===== config.mk =====
export PLATFORM = sky130hd
export DESIGN_NAME = sort_cell_param
export DESIGN_NICKNAME = d
export VERILOG_FILES = /design/src/rtl/sort_cell_param.sv
export SDC_FILE = /design/constraint.sdc
export NUM_CORES = 1
export LEC_CHECK = 0
export CAP_MARGIN = 20
export CORE_ASPECT_RATIO = 0.8
export CORE_MARGIN = 3
export CORE_UTILIZATION = 40
export CTS_CLUSTER_DIAMETER = 200
export CTS_CLUSTER_SIZE = 20
export DETAILED_ROUTE_END_ITERATION = 10
export SYNTH_ARGS = -nofsm -noshare
export SYNTH_HDL_FRONTEND = slang
export SYNTH_SLANG_ARGS = --single-unit
export TNS_END_PERCENT = 20

===== constraint.sdc =====
create_clock -name ap_clk -period 3.99 [get_ports ap_clk]
set_clock_uncertainty 0.2 [all_clocks]
set_input_delay 0.798 -clock ap_clk [delete_from_list [all_inputs] [get_ports ap_clk]]
set_output_delay 0.798 -clock ap_clk [all_outputs]
set_load 0.05 [all_outputs]

===== src/rtl/sort_cell_param.sv =====
// Compare-and-pass insertion-sort cell: keeps the winning element of a frame,
// forwards the losers and flushes the survivor tagged last at end of frame.
// Frame control follows ap_ctrl_chain so cells can be cascaded behind start FIFOs.
module sort_cell_param #(
    parameter int unsigned DATA_W   = 32,
    parameter int unsigned SIGNED   = 1,
    parameter int unsigned KEEP_MAX = 1,
    parameter int unsigned MAX_LEN  = 256,
    localparam int unsigned CNT_W   = $clog2(MAX_LEN + 1)
) (
    input  logic              ap_clk,
    input  logic              ap_rst_n,
    input  logic              ap_start,
    input  logic              ap_continue,
    input  logic              start_full_n,
    output logic              ap_done,
    output logic              ap_idle,
    output logic              ap_ready,
    output logic              start_out,
    output logic              start_write,
    input  logic [DATA_W-1:0] in_dout,
    input  logic              in_last,
    input  logic              in_empty_n,
    output logic              in_read,
    output logic [DATA_W-1:0] out_din,
    output logic              out_last,
    input  logic              out_full_n,
    output logic              out_write,
    output logic [CNT_W-1:0]  frame_len
);

    typedef enum logic [1:0] {
        S_IDLE  = 2'd0,
        S_FILL  = 2'd1,
        S_RUN   = 2'd2,
        S_FLUSH = 2'd3
    } state_e;

    state_e              state_q, state_d;
    logic [DATA_W-1:0]   held_q, held_d;
    logic [CNT_W-1:0]    cnt_q, cnt_d;
    logic [CNT_W-1:0]    frame_len_q, frame_len_d;
    logic                done_reg_q, done_reg_d;
    logic                start_once_q, start_once_d;

    logic                real_start;
    logic                win;
    logic                frame_end;
    logic [CNT_W-1:0]    cnt_next;
    logic                done_pulse;
    logic                ready_pulse;

    // Start is suppressed only while the downstream start FIFO is full and
    // this frame's start token has not been written yet.
    assign real_start = (!start_full_n && !start_once_q) ? 1'b0 : ap_start;

    // cnt never exceeds MAX_LEN-1 before this increment, so it cannot wrap.
    assign cnt_next  = cnt_q + CNT_W'(1);
    assign frame_end = in_last || (cnt_next == CNT_W'(MAX_LEN));

    // Strict comparison of the incoming element against the held one.
    always_comb begin
        logic gt;
        logic lt;
        if (SIGNED != 0) begin
            gt = $signed(in_dout) > $signed(held_q);
            lt = $signed(in_dout) < $signed(held_q);
        end else begin
            gt = in_dout > held_q;
            lt = in_dout < held_q;
        end
        win = (KEEP_MAX != 0) ? gt : lt;
    end

    // Next-state, datapath updates and FIFO/handshake strobes.
    always_comb begin
        state_d     = state_q;
        held_d      = held_q;
        cnt_d       = cnt_q;
        frame_len_d = frame_len_q;
        in_read     = 1'b0;
        out_write   = 1'b0;
        out_din     = held_q;
        out_last    = 1'b0;
        done_pulse  = 1'b0;
        ready_pulse = 1'b0;
        case (state_q)
            S_IDLE: begin
                if (real_start && !done_reg_q) begin
                    state_d = S_FILL;
                    cnt_d   = '0;
                end
            end
            S_FILL: begin
                if (in_empty_n) begin
                    in_read = 1'b1;
                    held_d  = in_dout;
                    cnt_d   = CNT_W'(1);
                    if (frame_end) begin
                        state_d     = S_FLUSH;
                        ready_pulse = 1'b1;
                    end else begin
                        state_d = S_RUN;
                    end
                end
            end
            S_RUN: begin
                if (in_empty_n && out_full_n) begin
                    in_read   = 1'b1;
                    out_write = 1'b1;
                    if (win) begin
                        out_din = held_q;
                        held_d  = in_dout;
                    end else begin
                        out_din = in_dout;
                    end
                    cnt_d = cnt_next;
                    if (frame_end) begin
                        state_d     = S_FLUSH;
                        ready_pulse = 1'b1;
                    end
                end
            end
            S_FLUSH: begin
                if (out_full_n) begin
                    out_write   = 1'b1;
                    out_din     = held_q;
                    out_last    = 1'b1;
                    frame_len_d = cnt_q;
                    done_pulse  = 1'b1;
                    state_d     = S_IDLE;
                end
            end
            default: state_d = S_IDLE;
        endcase
    end

    // Sticky done and start-token bookkeeping for ap_ctrl_chain.
    always_comb begin
        done_reg_d = done_reg_q;
        if (ap_continue) begin
            done_reg_d = 1'b0;
        end else if (done_pulse) begin
            done_reg_d = 1'b1;
        end
        start_once_d = start_once_q;
        if (ready_pulse) begin
            start_once_d = 1'b0;
        end else if (real_start) begin
            start_once_d = 1'b1;
        end
    end

    // State and datapath registers, synchronous active-low reset.
    always_ff @(posedge ap_clk) begin
        if (!ap_rst_n) begin
            state_q      <= S_IDLE;
            held_q       <= '0;
            cnt_q        <= '0;
            frame_len_q  <= '0;
            done_reg_q   <= 1'b0;
            start_once_q <= 1'b0;
        end else begin
            state_q      <= state_d;
            held_q       <= held_d;
            cnt_q        <= cnt_d;
            frame_len_q  <= frame_len_d;
            done_reg_q   <= done_reg_d;
            start_once_q <= start_once_d;
        end
    end

    assign ap_done     = done_pulse | done_reg_q;
    assign ap_ready    = ready_pulse;
    assign ap_idle     = (state_q == S_IDLE) && !real_start;
    assign start_out   = real_start;
    assign start_write = real_start && !start_once_q;
    assign frame_len   = frame_len_q;

endmodule


==> results.toml <==
[setup_path]
cp_slowest_cell = "or4_4"
cp.arrival_ns = 3.13
crit_chain = "buf_4 -> ha_4 -> nand4_1 -> or4_4 -> nor3_4 -> nor2_2 -> a21oi_4 -> buf_6 -> buf_12 -> mux2_4 -> buf_8"
max_stage_delay_ns = 0.50
r2r_end = "held_q[7]"
cp_max_fo = 6
rrSetupSlack_ns = 0.89
critical_path_class = "in2out"
worstPathRequired_ns = 2.99
cp-start-kind = "input pin"
r2r_start = "held_q[26]"
critPathCaptureType = "primary output"
worstRegToRegCells = 12

[yosys]
syn_area_sq_um = 4550
synth_cells = 577
ys_warn_count = 0
synth_top_area_cell = "dfxtp_1"
synth.distinct_cells = 50
synth.avg_cell_area_sq_um = 7.88
synth_edf_count = 0
ys.flop_type = "dfxtp_1"
synth_top_cell_area_share_pct = 23.8
syn_nets = 655
ys_ff_latch = 54
seq_area_frac_synth_pct = 23.8
ys_async_sr_fraction_pct = 0
synth_top_cells_by_area = "dfxtp_1 24%, ha_1 10%, nand4_1 9.8%"

[cells_and_area]
antenna_cells = 0
drive_gt1_share_pct = 29.9
layout_commonest_cell = "nand4_1"
final_cell_mix = "71 x nand4_1, 59 x buf_4, 54 x dfxtp_1"
syn2layout_area_growth_pct = 41.2
nets = 747

[cts]
clock_latency_ns = 0.31
clk_path_buf_depth = 2
cts_max_level = 2
clock-sinks = 54
clk_pin_slew_ns = 0.07
cts_tree = "done"
postCtsHoldBufs = 0
cts_buffers = 5
cts_root_buf = "clkbuf_16"

[floorplan]
coreArea_sq_um = 11000
die_h_um = 101
start_util_pct = 41.4
die_w_um = 125
die_area_sq_um = 12700
ioPinCount = 89
num_rows = 34

[status]
status = "complete, but fails checks"
violations = "setup timing"

[power_and_ir_drop]
p_int_mw = 1.83
leakage_nw = 2.53
p_sw_share_pct = 47.6
power-per-cell-area_nw_per_um2 = 545
post-layout-total-power_mw = 3.50
power.share.clock_pct = 15.0
pwr-share-comb_pct = 63.3
ir_drop_mv = 0.273
power_frac_seq_pct = 21.7
switchingPower_mw = 1.67

[drt]
drt_iter0_drc = 385
via_count = 4942
wl_per_cell_um = 18.7
avgViaCountPerCell = 6.08
drc = 0
ant_nets = 0
drt_first_pass_iters = 5
routed_wl_mm = 15.2

[grt]
grt_pass1_vias = 4752
grt_pass1_wl_mm = 24.4
track_usage_pct = 23.0
antenna_found_initial = 0
grt_max_degree = 120
grt_overflow = 0

[timing]
rsz0062_at_grt = "yes"
holdWs_ns = 0.255
finalHoldViolCount = 0
tightestPinTransition_ns = 1.13
fmax_ghz = 0.242
setup-violations-final = 32
fin_ws_ns = -0.134
timing.slew.headroom_pct = 24.4
fin_crit_ns = 4.12
slew_violations = 0
fin_crit_sh_pct = 103

[hold_path]
min_path_cells = 2
holdCritPathClass = "reg2reg"
min_from = "frame_len[2]"
hold_end = "frame_len[2]"

[place]
numPortBuffers = 88
gp_congestion = 0.839
place_hpwl_mm = 9.37

[flow_run]
drv_cap = 0
-- cell usage after synthesis (2+ instances only) --
library cell and instances:
ha_1 38, buf_2 4, nor2b_1 3, nand3_1 43, nand2b_1 3, dfxtp_1 54, and3_1 35, a21oi_1 21
and2b_1 2, nor3_1 6, and2_1 3, clkbuf_1 42, nand2_1 44, mux2_2 19, nand3b_1 9, nand4_1 71
or3_1 25, a21boi_0 12, o21a_1 4, o21ai_0 10, nand4b_1 3, nor2_1 12, nor3b_1 2, buf_6 6
inv_1 38, o2111ai_1 32, mux2_1 13
-- what timing repair did --
item / CTS / global route
gates cloned: 2 / 0
hold endpoints to repair: 0 / 0
setup endpoints to repair: 32 / 32
pin swaps: 43 / 24
resized for setup: 194 / 34
setup buffers: 8 / 2
-- power by group through the flow --
| stage | Sequential [mW] | Clock [mW] | Combinational, mW |
|---|---|---|---|
| finish | 0.760 | 0.524 | 2.22 |
| global route | 0.778 | 0.558 | 2.36 |
| CTS | 0.756 | 0.539 | 2.16 |
| detailed placement | 0.767 | 0 | 1.85 |
| global placement | 0.764 | 0 | 1.83 |
| floorplan | 0.729 | 0 | 1.29 |
-- kinds of logic after synthesis --
logic type               count (synthesis)  synth area share [%]
AO/OA/AOI/OAI                           94                  16.0
buffers and inverters                   92                  8.70
flip-flops                              54                  23.8
adder cells (fa/ha/maj)                 38                  10.5
XOR/XNOR                                 1                 0.193
AND/OR/NAND/NOR                        265                  32.8
multiplexers                            33                  8.15
-- state kept, by name, summed over array words and instances, names as in the netlist --
signal / count
cnt_q: 9
done_reg_q: 1
frame_len: 9
held_q: 32
start_once_q: 1
state_q: 2
-- metrics by stage --
stage	cells	util (%)	cell area, sq um	setup WS [ns]	TNS [ns]
floorplan	577	-	4550	0.0664	0
global placement	796	51.0	5600	-0.610	-18.61
detailed placement	796	51.0	5600	-0.612	-18.83
CTS	812	58.3	6390	-0.116	-2.95
global route	813	58.5	6420	-0.182	-4.69
finish	813	58.5	6420	-0.134	-2.80
-- cell type report --
| class | instances | area [sq um] |
|---|---|---|
| fill | 982 | 4560 |
| multi-input combinational | 431 | 3580 |
| timing repair buffer | 138 | 1260 |
| sequential | 54 | 1080 |
| tap | 144 | 180 |
| inverter | 39 | 146 |
| clock buffer | 6 | 139 |
| clock inverter | 1 | 30.0 |
-- worst max-delay path: cells and delay by family --
family / cells / cell delay, ns
buf+inv: 4 / 0.59
fa+ha+maj: 1 / 0.26
mux: 1 / 0.32
simple gates: 4 / 0.94
compound gates: 1 / 0.19
-- worst max path at each step --
stage | slack [ns] | start | cells after the start | to
finish | -0.13 | in_dout[15] | 11 | out_din[2]
global route | -0.18 | in_dout[9] | 11 | out_din[2]
CTS | -0.12 | in_dout[26] | 12 | out_din[5]
global placement | -0.61 | in_dout[15] | 10 | out_din[2]
detailed placement | -0.61 | in_dout[15] | 10 | out_din[2]
floorplan | 0.07 | in_dout[11] | 8 | out_din[23]
-- metal layers --
| metal | track usage [%] | vias to the layer above | part of all wire (%) |
|---|---|---|---|
| met5 | 0 | - | 0 |
| met3 | 3.16 | 14 | 5.4 |
| met4 | 5.58 | 0 | 0.97 |
| met2 | 37.5 | 162 | 45 |
| li1 | - | 2362 | - |
| met1 | 32.6 | 2404 | 49 |
Note: power is estimated with default switching activity, not from simulation.
